## config.mk

```make
export PLATFORM = sky130hd
export DESIGN_NAME = dcache_resp
export DESIGN_NICKNAME = d
export VERILOG_FILES = /design/src/rtl/dcache_resp.sv
export SDC_FILE = /design/constraint.sdc
export NUM_CORES = 2
export LEC_CHECK = 0
export CAP_MARGIN = 20
export CELL_PAD_IN_SITES_DETAIL_PLACEMENT = 2
export CELL_PAD_IN_SITES_GLOBAL_PLACEMENT = 2
export CORE_ASPECT_RATIO = 0.7
export CORE_UTILIZATION = 44
export DETAILED_ROUTE_END_ITERATION = 16
export PLACE_DENSITY_LB_ADDON = 0.1
export SLEW_MARGIN = 40
export SYNTH_ARGS = -nofsm -noshare
export SYNTH_HDL_FRONTEND = slang
export SYNTH_SLANG_ARGS = --single-unit
```

## constraint.sdc

```tcl
create_clock -name clk -period 4.5 [get_ports clk]
set_clock_uncertainty 0.1 [all_clocks]
set_input_delay 0.675 -clock clk [delete_from_list [all_inputs] [get_ports clk]]
set_output_delay 0.675 -clock clk [all_outputs]
set_load 0.03 [all_outputs]
```

## src/rtl/dcache_resp.sv

```systemverilog
// Direct-mapped, one-word-per-line, write-through / no-write-allocate data cache
// sitting between the CPU pipeline and a valid/ready backing memory.
module dcache_resp #(
  parameter int unsigned LINES = 64
) (
  input  logic        clk,
  input  logic        reset,
  input  logic [31:0] cpu_addr,
  input  logic [31:0] cpu_din,
  input  logic [3:0]  cpu_we,
  input  logic        cpu_re,
  output logic [31:0] cpu_dout,
  output logic        stall,
  output logic        mem_req_valid,
  input  logic        mem_req_ready,
  output logic [31:0] mem_req_addr,
  output logic [3:0]  mem_req_we,
  output logic [31:0] mem_req_data,
  input  logic        mem_resp_valid,
  input  logic [31:0] mem_resp_data
);

  localparam int unsigned IDX_W = $clog2(LINES);
  localparam int unsigned TAG_W = 32 - IDX_W - 2;

  typedef enum logic [2:0] {
    IDLE    = 3'd0,
    RD_REQ  = 3'd1,
    RD_WAIT = 3'd2,
    WR_REQ  = 3'd3,
    WR_DONE = 3'd4
  } state_e;

  state_e state_q, state_d;

  logic [LINES-1:0] valid_q;
  logic [TAG_W-1:0] tag_q  [LINES];
  logic [31:0]      data_q [LINES];
  logic [31:0]      dout_q;

  logic [IDX_W-1:0] idx_c;
  logic [TAG_W-1:0] tag_c;
  logic             hit_c;
  logic             is_store_c;
  logic             fill_c;
  logic             merge_c;
  logic             load_hit_c;
  logic             unused_addr_bits;

  assign idx_c            = cpu_addr[IDX_W+1:2];
  assign tag_c            = cpu_addr[31:IDX_W+2];
  assign hit_c            = valid_q[idx_c] && (tag_q[idx_c] == tag_c);
  assign is_store_c       = |cpu_we;
  assign unused_addr_bits = ^cpu_addr[1:0];
  assign cpu_dout         = dout_q;

  // Next state, stall and memory request; request fields are zero when not valid.
  always_comb begin
    state_d       = state_q;
    stall         = 1'b0;
    mem_req_valid = 1'b0;
    mem_req_addr  = 32'h0;
    mem_req_we    = 4'h0;
    mem_req_data  = 32'h0;
    fill_c        = 1'b0;
    merge_c       = 1'b0;
    load_hit_c    = 1'b0;
    case (state_q)
      IDLE: begin
        if (is_store_c) begin
          stall   = 1'b1;
          state_d = WR_REQ;
        end else if (cpu_re) begin
          if (hit_c) begin
            load_hit_c = 1'b1;
          end else begin
            stall   = 1'b1;
            state_d = RD_REQ;
          end
        end
      end
      RD_REQ: begin
        stall         = 1'b1;
        mem_req_valid = 1'b1;
        mem_req_addr  = {cpu_addr[31:2], 2'b00};
        if (mem_req_ready) state_d = RD_WAIT;
      end
      RD_WAIT: begin
        stall = 1'b1;
        if (mem_resp_valid) begin
          fill_c  = 1'b1;
          state_d = IDLE;
        end
      end
      WR_REQ: begin
        stall         = 1'b1;
        mem_req_valid = 1'b1;
        mem_req_addr  = {cpu_addr[31:2], 2'b00};
        mem_req_we    = cpu_we;
        mem_req_data  = cpu_din;
        if (mem_req_ready) begin
          merge_c = hit_c;
          state_d = WR_DONE;
        end
      end
      WR_DONE: begin
        state_d = IDLE;
      end
      default: begin
        state_d = IDLE;
      end
    endcase
  end

  always_ff @(posedge clk or negedge reset) begin
    if (!reset) begin
      state_q <= IDLE;
      valid_q <= '0;
      dout_q  <= 32'h0;
    end else begin
      state_q <= state_d;
      if (fill_c) valid_q[idx_c] <= 1'b1;
      if (load_hit_c) dout_q <= data_q[idx_c];
    end
  end

  // Tag/data storage carries no reset; valid bits guard every use.
  always_ff @(posedge clk) begin
    if (fill_c) begin
      tag_q[idx_c]  <= tag_c;
      data_q[idx_c] <= mem_resp_data;
    end else if (merge_c) begin
      for (int b = 0; b < 4; b++) begin
        if (cpu_we[b]) data_q[idx_c][8*b +: 8] <= cpu_din[8*b +: 8];
      end
    end
  end

endmodule

```

==> results.cfg <==
[logic_synthesis]
synth_top_family_by_area = compound AO/OA/AOI/OAI gates
yosysMostFrequentCell = edfxtp_1
synthCells = 7644
synth_compound_area_share_pct = 8.541
yosysWarnings = 0
synth_top_area_share_pct = 76.58
synth_simple_gate_area_share_pct = 3.762
synthMuxAreaShare_pct = 7.571
synthTopCellsByArea = edfxtp_1, mux4_2, a22oi_1
ys_types = 85
avgSynthCellArea_um2 = 18.38
ys_async_sr_fraction_pct = 2.688
seq_area_frac_synth_pct = 78.34
synth_edf_count = 3584
synth_common_cells = edfxtp_1, a22oi_1, nor2_1
synth-adder-area-share_pct = 0
synthFlopType = edfxtp_1
syn_area_mm2 = 0.1405
synth_xor_area_share_pct = 0.07479
synth_area_leader_cell = edfxtp_1
ys_ff_latch = 3683

[die]
initial_core_util_pct = 44.26
dieArea_mm2 = 0.3217
coreArea_mm2 = 0.3175
die_w_um = 677.5
ioPinCount = 207
rows = 173
dieHeight_um = 474.8

[worst_setup_path]
crit_type = input pin to primary output
r2r-end = data_q[42][30]$_DFFE_PP_
reg2regPathDepth = 19
worstPathMaxFanout = 12
critPathCaptureType = primary output
required_ns = 3.72
critPathLaunch = cpu_addr[4]
r2r-start = tag_q[23][23]$_DFFE_PP_
worstPathArrival_ns = 4.78
r2r_slack_ns = -0.82
startpoint_type = input pin

[global_routing]
first_global_vias = 95020
grt_max_degree = 96
track_usage_pct = 40.04
overflow = 0
grt_pass1_wl_um = 870100
antenna_found_initial = 93

[run_status]
violations = setup timing
outcome = finished with violations

[routing]
ant_nets = 0
drc_errors = 0
drtPass1Iterations = 9
routedWlPerCell_um = 48.74
via_count = 95320
routed_via_density = 6.955
routed_wl_um = 668000
drtIter0Drc = 16250

[clock_network]
cts-root-buf = clkbuf_16
cts_made_buffers = 365
clock-sinks = 3683
cts_max_path_buffers = 4
clk_latency_ns = 0.95
cts.reportedPaths.clkPinSlew_ns = 0.06
cts_tree = built
htreeDepth = 5

[placed_design]
io_buffer_count = 202
gp_congestion = 0.9144
dp_hpwl_um = 407100

[final_layout]
fillCellCount = 27070
nNetsFinal = 9297
fin_util_pct = 54.87
synthToLayoutAreaGrowth_pct = 23.98
drive_gt1_share_pct = 27.78

[sta]
setup_viol = 4148
setup_ws_ns = -1.057
drv_slew = 0
slew_headroom_pct = 33.52
hold-worst-slack_ns = 0.1750
min_period_ns = 5.557
grt_setup_unrepaired = yes
max_slew.worst_pin.slew_ns = 0.9973
fin_crit_sh_pct = 123.5
hold_violations = 0
max_freq_mhz = 179.9

[power]
peakVddDrop_uv = 438.0
power.density_mw_per_mm2 = 438.9
p_leak_nw = 58.24

[worst_hold_path]
min_path_type = input pin to asynchronous set/reset pin

[flow_run]
drv_cap = 0
==> how the worst max path moves through the flow <==
stage	end	slack, ns	depth (start not counted)
CTS	stall	-0.93	14
floorplan	data_q[10][10]$_DFFE_PP_	-0.26	16
detailed placement	data_q[33][30]$_DFFE_PP_	-1.51	16
global placement	data_q[56][29]$_DFFE_PP_	-1.84	15
global route	stall	-0.97	15
finish	stall	-1.06	15
==> repair_timing <==
action,4_1_cts,5_1_grt
buffers inserted,49,43
endpoints found under the hold margin,32,0
pin swaps,6,4
setup endpoints to repair,4144,4144
hold buffers,1,0
gates resized for setup,109,89
gates cloned,49,45
==> critical path: stages <==
cell and delay, ns:
buf_8 0.29, buf_4 0.33, or2_2 0.34, o32ai_1 0.17
o31ai_2 0.35, buf_4 0.20, nand4_1 0.15, or4_4 0.55
a222oi_1 0.61, buf_4 0.24, nand3_4 0.08, nor4b_4 0.30
nand2b_4 0.19, a21oi_4 0.08, buf_6 0.18
==> kinds of logic (layout without fill, tap and decap cells) <==
family,count (synthesis),count (layout)
buffers and inverters,532,2362
DFF,3683,3683
other,1,32
and+or+nand+nor,1075,1075
xor gates and xnor gates,12,12
muxes,731,731
AOI/OAI and AO/OA,1610,1610
==> report_power, final <==
part / internal (mW) / switching, mW / total, mW
combinational: 2.47 / 5.14 / 7.61
sequential: 37.9 / 0.155 / 38.0
clock: 16.8 / 14.1 / 30.8
==> per-layer routing <==
metal  vias to the layer above  GRT usage, %  wire length (um)
li1                      34800             -                 -
met1                     51140         54.79            249600
met2                      7717         58.55            287700
met3                      1597         12.75             92390
met4                        64         18.45             37840
met5                         -             0               486
==> cells in the final DEF (no fill, tap or decap), types with 32 or more instances in the layout <==
master	instances
o22ai_1	57
clkinv_2	54
clkbuf_16	405
buf_16	44
a31oi_1	89
a221oi_1	297
or2_2	65
mux2_2	123
nand4_1	85
mux4_2	249
nor2_4	72
nor2_1	348
clkdlybuf4s50_1	170
a22o_1	152
mux2i_1	319
and2_1	37
o21ai_0	94
and3_1	48
clkbuf_1	102
a22oi_1	546
nand2_1	178
buf_12	278
nand3_1	72
buf_6	47
clkinv_1	67
dfrtp_1	98
buf_4	1082
o211ai_1	32
edfxtp_1	3584
a21oi_1	167
==> flip-flops by register name, summed over array words and instances (netlist names) <==
register and count:
tag_q 1536, valid_q 64, state_q 3, cpu_dout 32, data_q 2048
==> area by class of cell <==
class | count | area (um2) | area share [%]
flip-flops and latches | 3683 | 110100 | 63.19
multi-input cells | 3430 | 29100 | 16.70
repair buffers | 1698 | 18370 | 10.54
clock buffers | 491 | 9948 | 5.710
well taps | 4200 | 5255 | 3.016
clock inverters | 159 | 1325 | 0.7605
diodes | 30 | 75.07 | 0.04309
inverters | 14 | 60.06 | 0.03447
==> per-stage QoR <==
step           setup WS, ns  power (mW)  instance area, um2  std cells  TNS (ns)
2_1_floorplan       -0.2552       41.45              140600       7645   -852.47
3_3_place_gp         -1.841       45.20              159200      12850  -6669.53
3_5_place_dp         -1.514       45.52              159300      12860  -5484.62
4_1_cts             -0.9312       75.66              172800      13600  -1639.47
5_1_grt             -0.9721       77.47              174200      13680  -2132.68
6_report             -1.057       76.47              174200      13710  -2717.58
Note: power is estimated with default switching activity, not from simulation.
